$ cat config.mk
export PLATFORM = sky130hd
export DESIGN_NAME = gps_gen_ctrl
export DESIGN_NICKNAME = d
export VERILOG_FILES = /design/src/rtl/gps_gen_pkg.sv /design/src/rtl/gps_spi_rx.sv /design/src/rtl/gps_gen_ctrl.sv
export SDC_FILE = /design/constraint.sdc
export NUM_CORES = 1
export LEC_CHECK = 0
export BUFFER_PORTS_ARGS = -buffer_cell sky130_fd_sc_hd__buf_2
export CELL_PAD_IN_SITES_DETAIL_PLACEMENT = 0
export CELL_PAD_IN_SITES_GLOBAL_PLACEMENT = 1
export CORE_MARGIN = 5
export CORE_UTILIZATION = 40
export DETAILED_ROUTE_END_ITERATION = 10
export PLACE_DENSITY_LB_ADDON = 0.1
export SLEW_MARGIN = 25
export SYNTH_ARGS = -nofsm -noshare
export SYNTH_HDL_FRONTEND = slang
export SYNTH_SLANG_ARGS = --single-unit
$ cat constraint.sdc
create_clock -name clk_in -period 5.35 [get_ports clk_in]
set_input_delay 0 -clock clk_in [delete_from_list [all_inputs] [get_ports clk_in]]
set_output_delay 0 -clock clk_in [all_outputs]
set_load 0.01 [all_outputs]
$ cat src/rtl/gps_gen_pkg.sv
// gps_gen_pkg: register map, CTRL bit positions, frame length and shared types for gps_gen_ctrl
package gps_gen_pkg;
  localparam logic [7:0] ADDR_CTRL     = 8'h00;
  localparam logic [7:0] ADDR_N_SAT    = 8'h01;
  localparam logic [7:0] ADDR_DOPPLER  = 8'h02;
  localparam logic [7:0] ADDR_SNR      = 8'h03;
  localparam logic [7:0] ADDR_CA_PHASE = 8'h04;
  localparam logic [7:0] ADDR_MSG_LO   = 8'h05;
  localparam logic [7:0] ADDR_MSG_HI   = 8'h06;
  localparam logic [7:0] ADDR_APPLY    = 8'h07;
  localparam logic [7:0] ADDR_STATUS   = 8'h08;
  localparam int CTRL_ENA            = 0;
  localparam int CTRL_NOISE_OFF      = 1;
  localparam int CTRL_SIGNAL_OFF     = 2;
  localparam int CTRL_USE_PRESET     = 3;
  localparam int CTRL_PRESET_SEL     = 4;
  localparam int CTRL_USE_MSG_PRESET = 6;
  localparam int SPI_FRAME_LEN    = 24;
  localparam int CA_PHASE_MAX_DEF = 16367;
  typedef struct packed {
    logic [6:0]  ctrl;
    logic [4:0]  n_sat;
    logic [7:0]  doppler;
    logic [7:0]  snr;
    logic [15:0] ca_phase;
    logic [31:0] msg;
  } regs_t;
endpackage

$ cat src/rtl/gps_spi_rx.sv
// gps_spi_rx: SPI mode-0 frame receiver; GPS_CTRL_READBACK_EN adds the MISO shifter
module gps_spi_rx
  import gps_gen_pkg::*;
(
  input  logic        clk_in,
  input  logic        rst_in_n,
  input  logic        spi_sclk_in,
  input  logic        spi_cs_n_in,
  input  logic        spi_mosi_in,
  output logic        wr_stb,
  output logic [7:0]  addr,
  output logic [15:0] data
`ifdef GPS_CTRL_READBACK_EN
  ,
  output logic        rd_stb,
  input  logic [15:0] rd_data,
  output logic        spi_miso_out
`endif
);
  logic [2:0] sclk_s;
  logic [1:0] cs_s, mosi_s;
  logic [4:0] cnt;
  logic [23:0] sh;
  logic done, rise, cs_n;
  assign rise = sclk_s[1] & ~sclk_s[2];
  assign cs_n = cs_s[1];
  always_ff @(posedge clk_in or negedge rst_in_n)
    if (!rst_in_n) begin
      sclk_s <= '0;
      cs_s   <= 2'b11;
      mosi_s <= '0;
      cnt    <= '0;
      sh     <= '0;
      done   <= 1'b0;
    end else begin
      sclk_s <= {sclk_s[1:0], spi_sclk_in};
      cs_s   <= {cs_s[0], spi_cs_n_in};
      mosi_s <= {mosi_s[0], spi_mosi_in};
      done   <= ~cs_n & rise & (cnt == 5'(SPI_FRAME_LEN - 1));
      if (cs_n)
        cnt <= '0;
      else if (rise && cnt != 5'(SPI_FRAME_LEN)) begin
        cnt <= cnt + 5'd1;
        sh  <= {sh[22:0], mosi_s[1]};
      end
    end
  assign wr_stb = done & ~sh[23];
  // mid-frame the address still sits in the low byte of the shifter
  assign addr = (cnt == 5'(SPI_FRAME_LEN)) ? sh[23:16] : sh[7:0];
  assign data = sh[15:0];
`ifdef GPS_CTRL_READBACK_EN
  logic adone, fall;
  logic [15:0] tx;
  assign fall = ~sclk_s[1] & sclk_s[2];
  assign rd_stb = adone & sh[7];
  assign spi_miso_out = tx[15];
  // the falling edge right after the 8th bit must not shift: the master has not sampled the MSB yet
  always_ff @(posedge clk_in or negedge rst_in_n)
    if (!rst_in_n) begin
      adone <= 1'b0;
      tx    <= '0;
    end else begin
      adone <= ~cs_n & rise & (cnt == 5'd7);
      tx    <= cs_n ? '0 : rd_stb ? rd_data : (fall && cnt > 5'd8) ? {tx[14:0], 1'b0} : tx;
    end
`endif
endmodule

$ cat src/rtl/gps_gen_ctrl.sv
// gps_gen_ctrl: SPI register bank, epoch-aligned apply and nav-bit sequencer; GPS_CTRL_READBACK_EN enables MISO readback
module gps_gen_ctrl
  import gps_gen_pkg::*;
#(
  parameter int EPOCHS_PER_BIT = 20,
  parameter int MSG_LEN        = 32,
  parameter int CA_PHASE_MAX   = CA_PHASE_MAX_DEF
) (
  input  logic        clk_in,
  input  logic        rst_in_n,
  input  logic        spi_sclk_in,
  input  logic        spi_cs_n_in,
  input  logic        spi_mosi_in,
  output logic        spi_miso_out,
  input  logic        epoch_in,
  output logic        ena_out,
  output logic [4:0]  n_sat_out,
  output logic [7:0]  doppler_out,
  output logic [7:0]  snr_out,
  output logic [15:0] ca_phase_out,
  output logic [5:0]  flags_out,
  output logic        msg_out,
  output logic        apply_pending_out
);
  localparam int EW = $clog2(EPOCHS_PER_BIT + 1);
  regs_t sh, act;
  logic wr_stb, pend, apply, bit_end;
  logic [7:0] addr;
  logic [15:0] data;
  logic [4:0] bit_idx, nb;
  logic [EW-1:0] epoch_cnt;
`ifdef GPS_CTRL_READBACK_EN
  logic rd_stb;
  logic [15:0] rd_data;
  gps_spi_rx u_rx (
    .clk_in(clk_in), .rst_in_n(rst_in_n), .spi_sclk_in(spi_sclk_in), .spi_cs_n_in(spi_cs_n_in),
    .spi_mosi_in(spi_mosi_in), .wr_stb(wr_stb), .addr(addr), .data(data),
    .rd_stb(rd_stb), .rd_data(rd_data), .spi_miso_out(spi_miso_out)
  );
  always_comb begin
    rd_data = '0;
    case ({1'b0, addr[6:0]})
      ADDR_CTRL:     rd_data = {9'd0, sh.ctrl};
      ADDR_N_SAT:    rd_data = {11'd0, sh.n_sat};
      ADDR_DOPPLER:  rd_data = {8'd0, sh.doppler};
      ADDR_SNR:      rd_data = {8'd0, sh.snr};
      ADDR_CA_PHASE: rd_data = sh.ca_phase;
      ADDR_MSG_LO:   rd_data = sh.msg[15:0];
      ADDR_MSG_HI:   rd_data = sh.msg[31:16];
      ADDR_STATUS:   rd_data = {15'd0, pend};
      default:       rd_data = '0;
    endcase
  end
`else
  gps_spi_rx u_rx (
    .clk_in(clk_in), .rst_in_n(rst_in_n), .spi_sclk_in(spi_sclk_in), .spi_cs_n_in(spi_cs_n_in),
    .spi_mosi_in(spi_mosi_in), .wr_stb(wr_stb), .addr(addr), .data(data)
  );
  assign spi_miso_out = 1'b0;
`endif
  // pend is set at the end of the commit cycle, so an epoch in that cycle cannot apply
  assign apply   = pend & (~act.ctrl[CTRL_ENA] | epoch_in);
  assign bit_end = epoch_in & act.ctrl[CTRL_ENA] & (epoch_cnt == EW'(EPOCHS_PER_BIT - 1));
  assign nb      = (bit_idx == '0) ? 5'(MSG_LEN - 1) : bit_idx - 5'd1;
  always_ff @(posedge clk_in or negedge rst_in_n)
    if (!rst_in_n) begin
      sh   <= '0;
      pend <= 1'b0;
    end else begin
      pend <= apply ? 1'b0 : pend | (wr_stb && addr == ADDR_APPLY);
      if (wr_stb)
        case (addr)
          ADDR_CTRL:     sh.ctrl     <= data[6:0];
          ADDR_N_SAT:    sh.n_sat    <= data[4:0];
          ADDR_DOPPLER:  sh.doppler  <= data[7:0];
          ADDR_SNR:      sh.snr      <= data[7:0];
          ADDR_CA_PHASE: sh.ca_phase <= (data > 16'(CA_PHASE_MAX)) ? 16'(CA_PHASE_MAX) : data;
          ADDR_MSG_LO:   sh.msg[15:0]  <= data;
          ADDR_MSG_HI:   sh.msg[31:16] <= data;
          default: ;
        endcase
    end
  always_ff @(posedge clk_in or negedge rst_in_n)
    if (!rst_in_n) begin
      act       <= '0;
      bit_idx   <= '0;
      epoch_cnt <= '0;
      msg_out   <= 1'b0;
    end else if (apply) begin
      act       <= sh;
      bit_idx   <= 5'(MSG_LEN - 1);
      epoch_cnt <= '0;
      msg_out   <= sh.msg[MSG_LEN-1];
    end else if (epoch_in && act.ctrl[CTRL_ENA]) begin
      epoch_cnt <= bit_end ? '0 : epoch_cnt + EW'(1);
      if (bit_end) begin
        bit_idx <= nb;
        msg_out <= act.msg[nb];
      end
    end
  assign ena_out           = act.ctrl[CTRL_ENA];
  assign n_sat_out         = act.n_sat;
  assign doppler_out       = act.doppler;
  assign snr_out           = act.snr;
  assign ca_phase_out      = act.ca_phase;
  assign flags_out         = {act.ctrl[CTRL_USE_MSG_PRESET], act.ctrl[CTRL_PRESET_SEL+:2],
                              act.ctrl[CTRL_USE_PRESET], act.ctrl[CTRL_SIGNAL_OFF], act.ctrl[CTRL_NOISE_OFF]};
  assign apply_pending_out = pend;
endmodule

**After elaboration in Yosys (flattened, before gate mapping)**

Index checks and enable logic that the tools add are counted.

- Add/subtract/negate cells: 3
- $lt $le $gt $ge: 2
- Equal/unequal tests: 11
- Mux-type cells: 17
- Bitwise gates (word level): 13
- Reductions and logical operators: 17

Operators with widths:

| operator | count |
|---|---|
| 5-bit two-way mux | 9 |
| 8-bit by 3-bit == test with 1-bit output (second input constant) | 4 |
| 2-bit AND reduction | 9 |
| 8-bit by 2-bit == test with 1-bit output (second input constant) | 2 |
| 16-bit by 14-bit greater-than comparator with 1-bit output (second input constant) | 1 |
| 16-bit two-way mux | 1 |
| 5-bit == test (second input constant) | 3 |
| 5-bit by 1-bit adder with 5-bit output (second input constant) | 2 |
| 8-bit by 1-bit == test with 1-bit output (second input constant) | 1 |
| 8-bit logical NOT | 1 |
| 8-bit two-way mux | 1 |
| 1-bit AND | 7 |
| 5-bit by 6-bit less-than comparator with 1-bit output (second input constant) | 1 |
| 2-bit nonzero test | 3 |
| 1-bit binary-select mux with 5-bit select | 1 |
| 5-bit logical NOT | 1 |
| 1-bit two-way mux | 5 |
| 5-bit inequality test (second input constant) | 1 |
| 5-bit by 1-bit subtractor with 5-bit output (second input constant) | 1 |
| 1-bit inverter | 4 |
| 1-bit logical AND | 3 |
| 1-bit bitwise OR | 2 |

- Flip-flop bits (word level): 201
- Output and inout port bits: 47
- Logic and storage cells: 86

**Longest topological paths before layout**

- Depth after elaboration: 7
- Gate-level depth with buffers: 10
- Gate-level depth less buffers: 8

**By module**

A second synthesis with hierarchy kept.

- Cell total of the unflattened synthesis: 625
- Area, all modules: 8857.2 sq um

By module, submodules not included:

| module | times used | cells an instance | area an instance (sq um) |
|---|---|---|---|
| gps_gen_ctrl | 1 | 507 | 7111.8 |
| gps_spi_rx | 1 | 118 | 1745.4 |

**Worst setup path after synthesis**

OpenSTA, ideal clock, no wires.

- Path kind: register to register
- From: register bit_idx[0]
- To: register msg_out
- Setup time: 0.124 ns
- Arrival time: 2.372 ns
- Data required time: 5.226 ns
- Slack: 2.855 ns
- Cell stages (with the launch flop): 11
- Path buffers: 2
- Path through: dfrtp_1 -> buf_6 -> clkinv_1 -> ha_1 -> or4b_1 -> clkbuf_2 -> nand2_2 -> mux4_2 -> o22ai_1 -> and4b_1 -> a211o_1

- Cells in the longest elaborated chain, start to end: 7

RTL lines:

| element | RTL line | text |
|---|---|---|
| start, declared | gps_gen_ctrl.sv:30 | `logic [4:0] bit_idx, nb;` |
| start signal, assigned | gps_gen_ctrl.sv:91 | `bit_idx <= 5'(MSG_LEN - 1);` |
| start signal, assigned | gps_gen_ctrl.sv:97 | `bit_idx <= nb;` |
| 5-bit by 1-bit subtractor with 5-bit output / 5-bit logical NOT (equally long branches) | gps_gen_ctrl.sv:64 | `assign nb = (bit_idx == '0) ? 5'(MSG_LEN - 1) : bit_idx - 5'd1;` |
| 5-bit two-way mux (*) | gps_gen_ctrl.sv:64 |  |
| 1-bit binary-select mux with 5-bit select (*) | gps_gen_ctrl.sv:98 | `msg_out <= act.msg[nb];` |
| 1-bit two-way mux (not written as such) (*) | gps_gen_ctrl.sv:98 |  |
| 1-bit two-way mux (*) | gps_gen_ctrl.sv:96 | `if (bit_end) begin` |
| 1-bit two-way mux (*) | gps_gen_ctrl.sv:94 | `end else if (epoch_in && act.ctrl[CTRL_ENA]) begin` |
| 1-bit two-way mux (*) | gps_gen_ctrl.sv:89 | `end else if (apply) begin` |
| end signal, assigned | gps_gen_ctrl.sv:93 | `msg_out <= sh.msg[MSG_LEN-1];` |
| end signal, assigned | gps_gen_ctrl.sv:98 |  |
| end, declared | gps_gen_ctrl.sv:22 | `output logic msg_out,` |

Mark *: on every way between the ends. The rest lies on a longest branch, timed or not. The select of a mux whose other input is x is not followed.
A chain may end at the register's enable or synchronous reset.

**Worst setup path after layout**

Same ends and word-level chain as after synthesis.

==> results_tabular.tex <==
\begin{tabular}{lr}
\hline
Metric & Value \\
\hline
\multicolumn{2}{l}{\textbf{Layout}} \\
\quad Layout cell share with drive strength beyond 1 & 0.400 \\
\quad Core utilization of the finished layout & 0.454 \\
\quad Synthesis-to-layout area growth & 11.3\% \\
\quad Layout Nets & roughly 670 \\
\quad Diode insertion count for antenna repair & 0 \\
\multicolumn{2}{l}{\textbf{STA}} \\
\quad Count of final max-slew check failures & 0 \\
\quad Final Skew & 0.0129 ns \\
\quad Setup repair after global routing missed its margin & false \\
\quad Minimum clock period after layout & just over 3 ns \\
\quad Tightest Pin Transition & 0.974 ns \\
\quad Post-route clock period utilization & 0.564 \\
\quad Max Fclk & between 300 and 400 MHz \\
\quad Slew HR & 0.351 \\
\quad Count of final hold-check violations & 0 \\
\quad Endpoints failing setup & 0 \\
\quad Total negative setup slack & 0 ns \\
\multicolumn{2}{l}{\textbf{Pwr}} \\
\quad Switching power total & 0.793 mW \\
\quad Switching power share of the total & 0.243 \\
\quad Internal power & 2.47 mW \\
\quad Seq pwr share & 0.510 \\
\quad Share of power burned in combinational logic & 0.037 \\
\quad Clk network pwr share & 0.453 \\
\quad Leak Pwr & between 4 and 5 nW \\
\quad Power density normalized to cell area & around 340 mW/mm2 \\
\quad Largest vdd supply drop & 0.213 mV \\
\multicolumn{2}{l}{\textbf{Route}} \\
\quad Detailed Route WL & 17200 um \\
\quad Post-DRT Antenna Nets & 0 \\
\quad 1st-pass router iterations & 4 \\
\quad Number of violations reported at the end of detailed-routing iteration 0 & between 200 and 250 \\
\quad Total via count after detailed routing & $\sim$5000 \\
\quad Via-to-Cell Ratio & about 5.2 \\
\quad Residual DRC count & 0 \\
\quad Detail-routed net length per standard cell & $\sim$18 um \\
\multicolumn{2}{l}{\textbf{Placement}} \\
\quad RD Place Congestion & roughly 0.84 \\
\quad Estimated wirelength of the detail-placed design & between 10000 and 15000 um \\
\quad Number of port buffers & between 50 and 60 \\
\multicolumn{2}{l}{\textbf{Logic synthesis}} \\
\quad Warnings, synthesis & 0 \\
\quad Fraction of synthesis flops using an asynchronous set or reset pin & 1.00 \\
\quad Syn\_nets & 660 \\
\quad Number of synthesized register bits & 201 \\
\quad Distinct cells, synth & between 50 and 60 \\
\quad Post-synth EDFFs & 0 \\
\quad Top\_reg\_cell synth & sky130\_fd\_sc\_hd\_\_dfrtp\_1 \\
\quad Avg Cell Area, Syn & between 10 and 15 um2 \\
\quad Synthesized cell area & approximately 0.0086 mm2 \\
\quad Share of synthesized area occupied by flip-flops and latches & 0.585 \\
\quad Gate Count Post-Synth & 649 \\
\multicolumn{2}{l}{\textbf{Worst setup path}} \\
\quad Maximum fanout encountered on the critical timing path & 18 \\
\quad Origin of the critical flop-to-flop path & bit\_idx[0] \\
\quad WP data arrival & between 3 and 4 ns \\
\quad CP required & 5.73 ns \\
\quad Capturing point of the worst reg2reg path & msg\_out \\
\quad Critical path startpoint category & flip-flop \\
\quad FF-to-FF path depth & 8 \\
\quad Critical path type & flip-flop to flip-flop \\
\quad Setup slack, reg-to-reg & roughly 2.3 ns \\
\quad Crit end category & flip-flop \\
\multicolumn{2}{l}{\textbf{CTS}} \\
\quad Number of H-tree branching levels & 1 \\
\quad CTS sink cnt & 201 \\
\quad Gates resized, CTS repair & 0 \\
\quad Num CTS Buffers & 23 \\
\quad Largest buffer count on any clock path & 3 \\
\quad Source-to-sink clock delay at the later pin of the worst-skew pair & about 0.5 ns \\
\quad Clock tree root buffer cell & sky130\_fd\_sc\_hd\_\_clkbuf\_16 \\
\quad CTS tree & yes \\
\quad Clock transition at the register clock pins on the worst setup and hold paths after CTS & roughly 0.06 ns \\
\multicolumn{2}{l}{\textbf{Floorplan}} \\
\quad Die Wd & 157 um \\
\quad Cell row count & 53 \\
\quad Chip Height & between 150 and 200 um \\
\quad Core area & about 0.021 mm2 \\
\quad Die area & 0.0245 mm2 \\
\quad Effective utilization at floorplan & 0.408 \\
\quad IO Pins & 53 \\
\multicolumn{2}{l}{\textbf{Global routing}} \\
\quad Wire length of the first global-routing pass & $\sim$29000 um \\
\quad Vias in the first global route & 5298 \\
\quad Total global-route track usage & 0.144 \\
\quad Maximum number of pins on one net before global-route repair & 96 \\
\quad Total congestion overflow & 0 \\
\quad Initial antenna violation count & 0 \\
\multicolumn{2}{l}{\textbf{Status}} \\
\quad Status & complete, no violations \\
\multicolumn{2}{l}{\textbf{Flow run}} \\
\quad Max-cap check violation count & 0 \\
\multicolumn{2}{l}{\textbf{Hold path}} \\
\quad Hold Path Class & primary input to asynchronous set/reset pin \\
\hline
\end{tabular}
-- critical path, stage by stage, from the launching register on --
cell and delay (ns):
sky130_fd_sc_hd__dfrtp_1 0.70, sky130_fd_sc_hd__clkinv_1 0.43, sky130_fd_sc_hd__ha_1 0.35, sky130_fd_sc_hd__or4b_1 0.29, sky130_fd_sc_hd__nand2_2 0.20, sky130_fd_sc_hd__mux4_2 0.32
sky130_fd_sc_hd__o22ai_1 0.15, sky130_fd_sc_hd__and4b_1 0.21, sky130_fd_sc_hd__a211o_1 0.22
-- sequential cells by signal (all words and copies together) (netlist names) --
signal,flops
sh,76
act,32
u_rx.sh,24
ca_phase_out,16
doppler_out,8
snr_out,8
flags_out,6
bit_idx,5
epoch_cnt,5
n_sat_out,5
u_rx.cnt,5
u_rx.sclk_s,3
u_rx.cs_s,2
u_rx.mosi_s,2
apply_pending_out,1
ena_out,1
msg_out,1
u_rx.done,1
-- layer usage --
metal / up-vias / share of wire / global-route usage
met4: 0 / 0.021 / 0.0360
li1: 2266 / - / -
met2: 98 / 0.48 / 0.240
met1: 2583 / 0.46 / 0.196
met5: - / 0 / 0
met3: 27 / 0.033 / 0.0252
-- cells in the final DEF, fill, tap and decap left out, types with 3 or more instances in the layout --
cell type	count
sky130_fd_sc_hd__nand2_1	19
sky130_fd_sc_hd__nor3b_1	5
sky130_fd_sc_hd__mux2_2	159
sky130_fd_sc_hd__dlygate4sd3_1	5
sky130_fd_sc_hd__nand2b_1	5
sky130_fd_sc_hd__nand3_1	12
sky130_fd_sc_hd__mux4_2	4
sky130_fd_sc_hd__clkinv_2	8
sky130_fd_sc_hd__clkbuf_1	5
sky130_fd_sc_hd__xor2_1	6
sky130_fd_sc_hd__dfrtp_1	199
sky130_fd_sc_hd__ha_1	5
sky130_fd_sc_hd__nor3_1	3
sky130_fd_sc_hd__buf_2	50
sky130_fd_sc_hd__a21oi_1	24
sky130_fd_sc_hd__clkbuf_16	23
sky130_fd_sc_hd__a211o_1	3
sky130_fd_sc_hd__inv_1	8
sky130_fd_sc_hd__nor2b_1	4
sky130_fd_sc_hd__mux2i_1	4
sky130_fd_sc_hd__nand4_1	8
sky130_fd_sc_hd__o21ai_0	6
sky130_fd_sc_hd__buf_4	5
sky130_fd_sc_hd__o31ai_1	3
sky130_fd_sc_hd__a31oi_1	3
sky130_fd_sc_hd__o22ai_1	5
sky130_fd_sc_hd__clkbuf_8	6
sky130_fd_sc_hd__nor2_1	45
-- power by group through the flow --
| stage | logic, mW | clock network [mW] | registers (mW) |
|---|---|---|---|
| 2_1_floorplan | 0.120 | 0 | 1.59 |
| 3_3_place_gp | 0.114 | 0 | 1.70 |
| 3_5_place_dp | 0.117 | 0 | 1.70 |
| 4_1_cts | 0.120 | 1.53 | 1.67 |
| 5_1_grt | 0.139 | 1.59 | 1.68 |
| 6_report | 0.119 | 1.48 | 1.67 |
-- worst max-delay path by stage --
stage,end,slack [ns],depth (start not counted),start
after floorplan,msg_out,2.85,10,bit_idx[0]
after global placement,msg_out,2.48,8,bit_idx[0]
after detailed placement,msg_out,2.28,8,bit_idx[0]
after CTS,msg_out,2.28,8,bit_idx[0]
after global routing,msg_out,2.07,8,bit_idx[0]
final,msg_out,2.33,8,bit_idx[0]
-- kinds of logic after synthesis --
kind of cell / after synthesis / share of synthesized area
multiplexers: 167 / 0.223
buffers and inverters: 87 / 0.0607
AO/OA/AOI/OAI: 59 / 0.0434
adder cells (fa/ha/maj): 5 / 0.00728
other: 1 / 0.000436
flip-flops: 201 / 0.585
AND/OR/NAND/NOR: 122 / 0.0723
XOR/XNOR: 7 / 0.00713
-- layout make-up --
| cell class | instances | area (um2) |
|---|---|---|
| Clock buffer | 33 | 663 |
| Fill cell | 1912 | 11500 |
| Inverter | 9 | 33.8 |
| Timing Repair Buffer | 62 | 379 |
| Multi-Input combinational cell | 361 | 3060 |
| Sequential cell | 201 | 5030 |
| Clock inverter | 9 | 60.1 |
| Tap cell | 275 | 344 |
-- through the flow --
step	instances	total power, mW	setup slack [ns]	hold slack (ns)	instance area (um2)
3_5_place_dp	902	1.82	2.28	0.107	8760
6_report	950	3.27	2.33	0.114	9570
5_1_grt	950	3.41	2.07	0.120	9570
3_3_place_gp	902	1.81	2.48	0.110	8760
4_1_cts	949	3.33	2.28	0.101	9540
2_1_floorplan	649	1.71	2.85	-0.296	8600
-- cell usage after synthesis, types with 2 or more instances --
master                     count  share of area
sky130_fd_sc_hd__and4b_1       2         0.0023
sky130_fd_sc_hd__xor2_1        6         0.0061
sky130_fd_sc_hd__dfstp_2       2         0.0061
sky130_fd_sc_hd__ha_1          5         0.0073
sky130_fd_sc_hd__a211o_1       3         0.0031
sky130_fd_sc_hd__o22ai_1       5         0.0036
sky130_fd_sc_hd__buf_4        46          0.040
sky130_fd_sc_hd__inv_1         8         0.0035
sky130_fd_sc_hd__dfrtp_1     199           0.58
sky130_fd_sc_hd__o21ai_1       2         0.0012
sky130_fd_sc_hd__buf_2         5         0.0029
sky130_fd_sc_hd__o21ai_0       6         0.0035
sky130_fd_sc_hd__o211ai_1      2         0.0017
sky130_fd_sc_hd__a31oi_1       3         0.0022
sky130_fd_sc_hd__nand2b_1      5         0.0036
sky130_fd_sc_hd__a22o_1        2         0.0020
sky130_fd_sc_hd__a21oi_1      24          0.014
sky130_fd_sc_hd__clkbuf_1     22         0.0096
sky130_fd_sc_hd__nand3_1      12         0.0070
sky130_fd_sc_hd__mux4_2        4          0.010
sky130_fd_sc_hd__or2_2         2         0.0015
sky130_fd_sc_hd__buf_1         2        0.00087
sky130_fd_sc_hd__buf_6         2         0.0026
sky130_fd_sc_hd__nor2_1       45          0.020
sky130_fd_sc_hd__nor3_1        4         0.0023
sky130_fd_sc_hd__o31ai_1       3         0.0026
sky130_fd_sc_hd__nor3b_1       5         0.0044
sky130_fd_sc_hd__mux2i_1       4         0.0047
sky130_fd_sc_hd__nor2b_1       5         0.0036
sky130_fd_sc_hd__mux2_2      159           0.21
sky130_fd_sc_hd__o21ba_2       2         0.0023
sky130_fd_sc_hd__nand2_1      19         0.0083
sky130_fd_sc_hd__nand4_1       8         0.0058
sky130_fd_sc_hd__nor4_1        2         0.0015
-- what timing repair did --
item,CTS,global route
setup buffers,0,0
endpoints found under the setup margin,0,0
hold buffers,5,0
endpoints found under the hold margin,102,0
Note: power is estimated with default switching activity, not from simulation.
